## config.mk

```make
export PLATFORM = sky130hd
export DESIGN_NAME = flash_verify
export DESIGN_NICKNAME = d
export VERILOG_FILES = /design/src/rtl/flash_verify_pkg.sv /design/src/rtl/flash_verify_led_heartbeat.sv /design/src/rtl/flash_verify.sv
export SDC_FILE = /design/constraint.sdc
export NUM_CORES = 1
export LEC_CHECK = 0
export CORE_MARGIN = 8
export CORE_UTILIZATION = 45
export CTS_BUF_LIST = sky130_fd_sc_hd__clkbuf_8
export DETAILED_ROUTE_END_ITERATION = 12
export GPL_TIMING_DRIVEN = 0
export PLACE_DENSITY_LB_ADDON = 0.12
export SYNTH_ARGS = -nofsm -noshare
export SYNTH_HDL_FRONTEND = slang
export SYNTH_SLANG_ARGS = --single-unit
```

## constraint.sdc

```tcl
create_clock -name clk -period 6.5 [get_ports clk]
set_clock_uncertainty 0.15 [all_clocks]
set_input_delay 0.65 -clock clk [delete_from_list [all_inputs] [get_ports clk]]
set_output_delay 0.65 -clock clk [all_outputs]
set_load 0.05 [all_outputs]
```

## src/rtl/flash_verify_pkg.sv

```systemverilog
// Shared constants, state encoding and the expected-pattern helper for the
// flash read-back verifier.
package flash_verify_pkg;

  // Bytes expected in one read round (1..64).
  localparam int FV_DATA_BYTE   = 64;
  // Expected byte i is (i + FV_PATTERN_OFS) mod 256.
  localparam int FV_PATTERN_OFS = 4;
  // 5 ms at 50 MHz: idle cycles tolerated inside a round.
  localparam int FV_DELAY_5MS   = 250000;
  // Heartbeat LED half-period in clock cycles (0.5 s at 50 MHz).
  localparam int FV_HB_CYCLES   = 25000000;

  // One-hot round states.
  typedef enum logic [1:0] {
    ST_IDLE  = 2'b01,
    ST_CHECK = 2'b10
  } state_e;

  // Expected read-back byte for a given index; wraps modulo 256.
  function automatic logic [7:0] exp_byte(input logic [6:0] idx, input logic [7:0] ofs);
    return {1'b0, idx} + ofs;
  endfunction

endpackage

```

## src/rtl/flash_verify_led_heartbeat.sv

```systemverilog
// Free-running heartbeat: toggles the LED once every HB_CYCLES clocks,
// independent of any verification activity.
module flash_verify_led_heartbeat #(
  parameter int HB_CYCLES = 25000000
) (
  input  logic clk,
  input  logic rst,
  output logic led_o
);

  localparam int CW = (HB_CYCLES > 1) ? $clog2(HB_CYCLES) : 1;
  localparam logic [CW-1:0] CNT_LAST = CW'(HB_CYCLES - 1);

  logic [CW-1:0] cnt_q, cnt_d;
  logic          led_q, led_d;

  // Count up to the half-period, then wrap and flip the LED.
  always_comb begin
    cnt_d = cnt_q;
    led_d = led_q;
    if (cnt_q == CNT_LAST) begin
      cnt_d = '0;
      led_d = ~led_q;
    end else begin
      cnt_d = cnt_q + CW'(1);
      led_d = led_q;
    end
  end

  // Heartbeat counter and LED registers.
  always_ff @(posedge clk) begin
    if (rst) begin
      cnt_q <= '0;
      led_q <= 1'b0;
    end else begin
      cnt_q <= cnt_d;
      led_q <= led_d;
    end
  end

  assign led_o = led_q;

endmodule

```

## src/rtl/flash_verify.sv

```systemverilog
// Read-back verifier: compares each byte of a flash read round against the
// known write pattern, counts bytes and mismatches, aborts a stalled round
// with a watchdog, and publishes a registered per-round result plus LEDs.
module flash_verify
  import flash_verify_pkg::*;
#(
  parameter int DATA_BYTE   = FV_DATA_BYTE,
  parameter int PATTERN_OFS = FV_PATTERN_OFS,
  parameter int TIMEOUT     = FV_DELAY_5MS,
  parameter int HB_CYCLES   = FV_HB_CYCLES
) (
  input  logic        clk,
  input  logic        rst,
  input  logic [7:0]  rddata,
  input  logic        rddata_vld,
  input  logic        rddone,
  output logic        result_vld,
  output logic        pass,
  output logic        fail_sticky,
  output logic        timeout,
  output logic [7:0]  err_cnt,
  output logic [6:0]  rx_cnt,
  output logic [5:0]  first_err_idx,
  output logic [7:0]  first_err_data,
  output logic [15:0] round_cnt,
  output logic [3:0]  led
);

  localparam logic [6:0]  DB7     = 7'(DATA_BYTE);
  localparam logic [7:0]  OFS8    = 8'(PATTERN_OFS);
  localparam logic [31:0] TO_LAST = 32'(TIMEOUT - 1);

  // Round state and working counters.
  state_e      state_q, state_d, state_nx_s;
  logic [6:0]  idx_q, idx_d, idx_n;
  logic [7:0]  err_q, err_d, err_n;
  logic        ferr_q, ferr_d, ferr_n;
  logic [5:0]  fidx_q, fidx_d, fidx_n;
  logic [7:0]  fdata_q, fdata_d, fdata_n;
  logic [31:0] wd_q, wd_d, wd_nx_s;
  logic        mism_s, to_s, close_s, pass_s;

  // Published results.
  logic        result_vld_q, pass_q, fail_sticky_q, timeout_q, led_rnd_q;
  logic [7:0]  err_cnt_q, first_err_data_q;
  logic [6:0]  rx_cnt_q;
  logic [5:0]  first_err_idx_q;
  logic [15:0] round_cnt_q;
  logic        hb_led_s;

  // Account for the current byte; an overrun byte is a mismatch but is
  // never compared and leaves the index parked at DATA_BYTE.
  always_comb begin
    idx_n   = idx_q;
    err_n   = err_q;
    ferr_n  = ferr_q;
    fidx_n  = fidx_q;
    fdata_n = fdata_q;
    mism_s  = 1'b0;
    if (rddata_vld) begin
      if (idx_q >= DB7) begin
        mism_s = 1'b1;
        idx_n  = idx_q;
      end else begin
        mism_s = (rddata != exp_byte(idx_q, OFS8));
        idx_n  = idx_q + 7'd1;
      end
    end else begin
      mism_s = 1'b0;
    end
    if (mism_s) begin
      err_n = (err_q == 8'hFF) ? 8'hFF : (err_q + 8'd1);
      if (!ferr_q) begin
        ferr_n  = 1'b1;
        fidx_n  = idx_q[5:0];
        fdata_n = rddata;
      end else begin
        ferr_n  = ferr_q;
      end
    end else begin
      err_n = err_q;
    end
  end

  // Next state and watchdog; an explicit end-of-round wins over the watchdog.
  always_comb begin
    state_nx_s = state_q;
    wd_nx_s    = wd_q;
    to_s       = 1'b0;
    case (state_q)
      ST_IDLE: begin
        wd_nx_s = 32'd0;
        if (rddata_vld) begin
          state_nx_s = ST_CHECK;
        end else begin
          state_nx_s = ST_IDLE;
        end
      end
      ST_CHECK: begin
        state_nx_s = ST_CHECK;
        if (rddata_vld) begin
          wd_nx_s = 32'd0;
        end else if (!rddone && (wd_q == TO_LAST)) begin
          to_s    = 1'b1;
          wd_nx_s = 32'd0;
        end else begin
          wd_nx_s = wd_q + 32'd1;
        end
      end
      default: begin
        state_nx_s = ST_IDLE;
        wd_nx_s    = 32'd0;
      end
    endcase
    close_s = rddone | to_s;
    pass_s  = (err_n == 8'd0) && (idx_n == DB7) && !to_s;
  end

  // Closing a round returns to IDLE and clears the working counters.
  always_comb begin
    state_d = state_nx_s;
    wd_d    = wd_nx_s;
    idx_d   = idx_n;
    err_d   = err_n;
    ferr_d  = ferr_n;
    fidx_d  = fidx_n;
    fdata_d = fdata_n;
    if (close_s) begin
      state_d = ST_IDLE;
      wd_d    = 32'd0;
      idx_d   = 7'd0;
      err_d   = 8'd0;
      ferr_d  = 1'b0;
      fidx_d  = 6'd0;
      fdata_d = 8'd0;
    end else begin
      state_d = state_nx_s;
      wd_d    = wd_nx_s;
    end
  end

  // Round state and working counter registers.
  always_ff @(posedge clk) begin
    if (rst) begin
      state_q <= ST_IDLE;
      wd_q    <= 32'd0;
      idx_q   <= 7'd0;
      err_q   <= 8'd0;
      ferr_q  <= 1'b0;
      fidx_q  <= 6'd0;
      fdata_q <= 8'd0;
    end else begin
      state_q <= state_d;
      wd_q    <= wd_d;
      idx_q   <= idx_d;
      err_q   <= err_d;
      ferr_q  <= ferr_d;
      fidx_q  <= fidx_d;
      fdata_q <= fdata_d;
    end
  end

  // Publish the whole result set together, including the closing byte.
  always_ff @(posedge clk) begin
    if (rst) begin
      result_vld_q     <= 1'b0;
      pass_q           <= 1'b0;
      fail_sticky_q    <= 1'b0;
      timeout_q        <= 1'b0;
      err_cnt_q        <= 8'd0;
      rx_cnt_q         <= 7'd0;
      first_err_idx_q  <= 6'd0;
      first_err_data_q <= 8'd0;
      round_cnt_q      <= 16'd0;
      led_rnd_q        <= 1'b0;
    end else begin
      result_vld_q <= close_s;
      if (close_s) begin
        pass_q           <= pass_s;
        fail_sticky_q    <= fail_sticky_q | ~pass_s;
        timeout_q        <= to_s;
        err_cnt_q        <= err_n;
        rx_cnt_q         <= idx_n;
        first_err_idx_q  <= fidx_n;
        first_err_data_q <= fdata_n;
        round_cnt_q      <= round_cnt_q + 16'd1;
        led_rnd_q        <= ~led_rnd_q;
      end
    end
  end

  flash_verify_led_heartbeat #(
    .HB_CYCLES(HB_CYCLES)
  ) u_heartbeat (
    .clk   (clk),
    .rst   (rst),
    .led_o (hb_led_s)
  );

  assign result_vld     = result_vld_q;
  assign pass           = pass_q;
  assign fail_sticky    = fail_sticky_q;
  assign timeout        = timeout_q;
  assign err_cnt        = err_cnt_q;
  assign rx_cnt         = rx_cnt_q;
  assign first_err_idx  = first_err_idx_q;
  assign first_err_data = first_err_data_q;
  assign round_cnt      = round_cnt_q;
  assign led            = {led_rnd_q, fail_sticky_q, pass_q, hb_led_s};

endmodule

```

After elaboration in Yosys (flattened, before gate mapping)
Cells that the tools add are included.

operators by class
  multiply operators = 0
  bitwise logic cells = 6
  reduce and logical (&&, ||, !) cells = 9
  multiplexer cells = 15
  div/mod/pow operators = 0
  equality and inequality tests = 7
  order comparisons = 1
  shift-type cells = 0
  $add $sub $neg = 6

operator list
  kind                   number
  $add 32x1->32 const B  1
  $eq 32x18->1 const B   1
  $mux 8                 4
  $add 25x1->25 const B  1
  $eq 25x25->1 const B   1
  $add 16x1->16 const B  1
  $mux 7                 2
  $mux 6                 2
  $add 7x3->8 const B    1
  $add 8x1->8 const B    1
  $eq 8x8->1 const B     1
  $logic_not 8->1        1
  $ne 8x8->1             1
  $add 7x1->7 const B    1
  $eq 7x7->1 const B     1
  $ge 7x7->1 const B     1
  $mux 1                 5
  $reduce_or 5->1        1
  $not 1->1              4
  $pmux 2 s2             1
  $reduce_or 2->1        2
  $logic_and 1x1->1      3
  $eq 2x1->1 const B     1
  $eq 2x2->1 const B     1
  3 further kinds        5

word-level totals
  bits of input ports = 12
  bits in writable memories = 0
  word-level logic and storage cells = 63
  output and inout port bits = 53
  bits in latches = 0
  memories kept = 0
  bits in registers = 140
  memory bits (read-only) = 0

Longest topological paths before layout
  depth in word-level cells = 10
  mapped depth = 12
  mapped depth without buffers = 10

Modules after synthesis
Synthesis repeated with hierarchy kept, for this count alone.

second synthesis, totals
  cells, all modules = 712
  area, all modules = 6228.5 µm²

modules (own cells, without submodules)
  module                      cells each  seq. area each (µm²)  times used  area each (µm²)
  flash_verify                576         2282.2                1           5016.1
  flash_verify_led_heartbeat  136         520.5                 1           1212.4

Worst setup path before layout
No wires, ideal clock.

  kind = input to register
  start = input port rddata_vld
  end = register fail_sticky_q, in the netlist fail_sticky
  path buffers = 2
  library setup time = 119 ps
  slack = 3339 ps
  data arrival time = 2892 ps
  required time = 6231 ps
  stages = 10
  path through = clkbuf_1 > nor2b_1 > clkbuf_1 > nand3_1 > xor2_1 > nor4b_1 > nand3_1 > a2111o_1 > or4_1 > o221a_1

between the ends
  word-level cells in the longest chain between the ends = 7
  elaborated cells between the ends (all ways) = 13
  those cells by class = eq/ne (1); mux (5); bitwise (3); reduce/logical (4)

ends and longest elaborated chain
  item                             RTL line             text
  start: declaration               flash_verify.sv:15   input logic rddata_vld,
  $mux 1                           flash_verify.sv:60   if (rddata_vld) begin
  $mux 8                           flash_verify.sv:71   if (mism_s) begin
  $logic_not 8->1                  flash_verify.sv:116  pass_s = (err_n == 8'd0) && (idx_n == DB7) && !to_s;
  $logic_and 1x1->1 (2 in series)  flash_verify.sv:116
  $not 1->1                        flash_verify.sv:180  fail_sticky_q <= fail_sticky_q | ~pass_s;
  $or 1x1->1                       flash_verify.sv:180
  end signal: assignment           flash_verify.sv:180
  end: declaration                 flash_verify.sv:44   logic result_vld_q, pass_q, fail_sticky_q, timeout_q, led_rnd_q;

Several ways; a longest one is shown, not always the timed one.
A chain may end at the register's enable or synchronous reset.

Worst setup path after layout
  start = input port rddone
  end = register round_cnt_q[14], in the netlist round_cnt[14]

between the ends
  word-level cells in the longest chain between the ends = 6

ends and longest elaborated chain
  item                    RTL line             text
  start: declaration      flash_verify.sv:16   input logic rddone,
  $logic_not 1->1         flash_verify.sv:103  end else if (!rddone && (wd_q == TO_LAST)) begin
  $logic_and 1x1->1       flash_verify.sv:103
  $mux 1                  flash_verify.sv:103
  $mux 1                  flash_verify.sv:101  if (rddata_vld) begin
  $mux 1                  flash_verify.sv:90   case (state_q)
  $or 1x1->1 *            flash_verify.sv:115  close_s = rddone | to_s;
  end signal: assignment  flash_verify.sv:186  round_cnt_q <= round_cnt_q + 16'd1;
  end: declaration        flash_verify.sv:48   logic [15:0] round_cnt_q;

Mark *: on every way between the ends. The rest lies on a longest branch, timed or not.

==> impl_summary.log <==
[metrics] Most Crowded Layer GR: met2
[metrics] number of iterations in the first detailed-routing pass: 5
[metrics] residual DRC count: 0
[metrics] Setup Buffers After CTS: 0
[metrics] Horiz. Die Dim: 132 µm
[metrics] pin count of the biggest net entering global routing: 17
[metrics] dominant delay contributor by cell family on the critical path: simple AND/OR/NAND/NOR gates
[metrics] Worst Hold Slack: 0.305 ns
[metrics] biggest area consumer among synthesized cells: dfxtp_1
[metrics] relative contribution of the clock network to total power: 38.4%
[metrics] vias per cell: 5.21
[metrics] net count after synthesis: 729
[metrics] antenna-violating nets left: 0
[metrics] number of max-slew violations in the final report: 0
[metrics] sequence of cells on the critical path: clkdlybuf4s50_1 > nor3_1 > nand4_1 > nor4_2 > o211ai_1 > nor4b_2 > nand4_1 > or3_1 > a21oi_1
[metrics] Synth top area share: 45.9%
[metrics] final total negative setup slack: 0 ns
[metrics] met3 usage in global routing: 5.19%
[metrics] max-cap viol count: 0
[metrics] total core area: 0.0132 mm²
[metrics] final number of hold-violating endpoints: 0
[metrics] total I/O pin count: 65
[metrics] Initial Utilization: 46.1%
[metrics] share of flip-flops with an asynchronous set or reset: 0%
[metrics] count of flip-flops with a built-in enable after synthesis: 0
[metrics] Max stage delay cell, worst path: clkdlybuf4s50_1
[metrics] routed vias: 5087
[metrics] Max stage delay on crit path: 0.63 ns
[metrics] static leakage power: 2.54 nW
[metrics] Worst Slack Setup Final: 2.99 ns
[metrics] First DRT Iteration DRCs: 286
[metrics] highest clock frequency the design can meet: 285 MHz
[metrics] power density over cell area: 229 mW/mm²
[metrics] placed cell area: 0.00695 mm²
[metrics] sinks on the clock net: 140
[metrics] Critical path buffers and inverters: 1
[metrics] sequential group share of total power: 53.0%
[metrics] CTS tree: built
[metrics] post-synthesis sequential element count: 140
[metrics] actual slew at the worst max-slew pin: 0.646 ns
[metrics] met1 track demand over resource: 19.8%
[metrics] share of post-route cells with drive strength above 1: 5.63%
[metrics] number of antenna violations at the first check in global routing: 0
[metrics] Total Routing Usage GR: 16.4%
[metrics] insertion delay of the later-clocked pin in the worst-skew pair: 0.46 ns
[metrics] Worst Path Class, Setup: in -> reg
[metrics] internal power contribution: 1.24 mW
[metrics] post-synth cell types: 51
[metrics] H-tree levels: 4
[metrics] clock-pin slew on the worst setup and hold paths: 0.07 ns
[metrics] clock root cell: clkbuf_8
[metrics] Final #Nets: 810
[metrics] weighted congestion at the end of routability-driven global placement: 0.866
[metrics] number of buffers inserted for hold repair after clock tree synthesis: 0
[metrics] Required @ worst endpoint: 6.74 ns
[metrics] total power consumption of the routed design: 1.67 mW
[metrics] final critical delay including setup and external delays: 3.51 ns
[metrics] worst voltage drop across the vdd grid: 116 µV
[metrics] IO buf count: 62
[metrics] post_cts resized: 0
[metrics] average wire per standard cell: 14.5 µm
[metrics] post-synthesis area per instance: 8.64 µm²
[metrics] class of the tightest hold or removal check: reg -> reg
[metrics] met2 usage: 27.0%
[metrics] setup repair after global routing missed its margin: no
[metrics] Critical Path Sink Type: register
[metrics] Setup Viol. Count Final: 0
[metrics] maximum fanout encountered on the critical timing path: 8
[metrics] WP data arrival: 3.75 ns
[metrics] full die area: 0.0176 mm²
[metrics] die extent in y: 132 µm
[metrics] Area growth syn-to-layout: 19.6%
[metrics] most common cell type on the critical path: nand4_1
[metrics] leading cell types by total area after synthesis: dfxtp_1, nor2_1, xor2_1
[metrics] number of CTS-inserted buffers: 17
[metrics] net switching power: 425 µW
[metrics] portion of the clock cycle consumed by the worst path in the final layout: 54.0%
[metrics] routed wire length: 14200 µm
[metrics] Synth Warn #: 0
[metrics] Cell Rows: 42
[metrics] Non-Filler Cell Area, Final: 0.00730 mm²
[metrics] Post-Synthesis Cells: 707
[metrics] overflow left after global routing: 0
[metrics] antenna diode count: 0
[metrics] Synth Flop Type: dfxtp_1
[metrics] startpoint types: primary input
[metrics] Clock Tree Buf Depth: 2
[metrics] Post-Place Worst Slack: 2.58 ns
[metrics] sequential cell area fraction in the yosys report: 45.9%
[metrics] net switching fraction of the power: 25.5%
[metrics] Logic pwr share: 8.6%
[metrics] HPWL after detailed placement: 10400 µm
[metrics] global-route wire length before repair: 23700 µm
[metrics] run status: completed
[metrics] tightest slew margin relative to the limit: 56.7%
[metrics] vias in the first global route: 4878
[metrics] Cell Area, Synth: 0.00611 mm²
placed cells by master (no fill, tap or decap), types with 9 or more instances in the layout:
| cell type | count |
|---|---|
| nor3_1 | 15 |
| dfxtp_1 | 140 |
| nand2_1 | 53 |
| o21ai_0 | 14 |
| nand4_1 | 18 |
| inv_1 | 22 |
| ha_1 | 10 |
| nand3_1 | 32 |
| nor4_1 | 12 |
| clkdlybuf4s50_1 | 62 |
| and3_1 | 14 |
| clkbuf_1 | 27 |
| nor2_1 | 146 |
| mux2i_1 | 17 |
| a211oi_1 | 21 |
| xnor2_1 | 31 |
| xor2_1 | 43 |
| or3_1 | 9 |
| a21oi_1 | 15 |
| clkbuf_8 | 20 |
power groups by stage:
| stage | registers [mW] | clock network, mW | logic (mW) |
|---|---|---|---|
| after global placement | 0.903 | 0 | 0.143 |
| final | 0.884 | 0.642 | 0.144 |
| after global routing | 0.886 | 0.704 | 0.154 |
| after CTS | 0.884 | 0.657 | 0.145 |
| after floorplan | 0.937 | 0 | 0.0606 |
| after detailed placement | 0.904 | 0 | 0.145 |
layout make-up:
class                   count  area, µm²
clock inverters            11       80.1
multi-input cells         514       3080
inverters                  18       67.6
plain buffers              35        151
well taps                 176        220
fillers                  1263       5940
flip-flops and latches    140       2800
repair buffers             62        621
clock buffers              20        275
tightest hold or removal path: cells and delay by family (launching register included):
family	cells	cell delay [ns]
AO/OA/AOI/OAI	1	0.05
flip-flops	1	0.31
AND/OR/NAND/NOR	1	0.05
metrics by stage:
stage | utilization [%] | cells
after floorplan | - | 707
after global placement | 52.5 | 945
after detailed placement | 52.5 | 945
after CTS | 55.1 | 976
after global routing | 55.1 | 976
final | 55.1 | 976
Yosys cell counts (2+ instances only):
| master | instances |
|---|---|
| or2_2 | 2 |
| xor2_1 | 43 |
| and2_1 | 4 |
| nor4b_1 | 6 |
| buf_1 | 2 |
| nand2_1 | 53 |
| or4_1 | 3 |
| dfxtp_1 | 140 |
| o21ai_0 | 14 |
| o32ai_1 | 2 |
| nand2b_1 | 3 |
| nand3_1 | 32 |
| clkbuf_1 | 27 |
| o211ai_1 | 5 |
| or3_1 | 9 |
| nand3b_1 | 2 |
| nor3_1 | 15 |
| nor4_1 | 12 |
| inv_1 | 18 |
| a31oi_1 | 6 |
| nor2b_1 | 8 |
| a211oi_1 | 21 |
| o21a_1 | 3 |
| nor2_1 | 146 |
| a21oi_1 | 15 |
| nand4_1 | 18 |
| mux2i_1 | 17 |
| nor4b_2 | 2 |
| xnor2_1 | 31 |
| buf_4 | 5 |
| and3_1 | 14 |
| ha_1 | 10 |
registers in the layout, indices dropped and copies added (netlist names), 2 cells and up:
name	cells
wd_q	32
u_heartbeat.cnt_q	25
round_cnt	16
err_cnt	8
err_q	8
fdata_q	8
first_err_data	8
idx_q	7
rx_cnt	7
fidx_q	6
first_err_idx	6
state_q	2
worst paths after layout:
kind | start | end | slack, ns | depth (start not counted)
worst max-delay path | rddone | round_cnt[14]$_SDFFE_PP0P_ | 2.99 | 9
worst min-delay path | err_cnt[3]$_SDFFE_PP0P_ | err_cnt[3]$_SDFFE_PP0P_ | 0.31 | 2
worst max register to register | wd_q[0]$_SDFF_PP0_ | round_cnt[14]$_SDFFE_PP0P_ | 3.22 | 9
worst min register to register | err_cnt[3]$_SDFFE_PP0P_ | err_cnt[3]$_SDFFE_PP0P_ | 0.31 | 2
metal layers:
layer,share of wire (%),routed length (µm),vias to the layer above
met3,5.5,781,18
met4,1.5,214,0
li1,-,-,2578
met5,0,0,-
met2,47,6600,111
met1,46,6590,2380
kinds of logic after synthesis:
family	share of synthesized area, %
DFF	45.9
adders and majority gates	2.05
xor gates and xnor gates	10.6
muxes	2.97
buffers and inverters	3.59
and+or+nand+nor	26.5
AOI/OAI and AO/OA	8.42
Note: power is estimated with default switching activity, not from simulation.
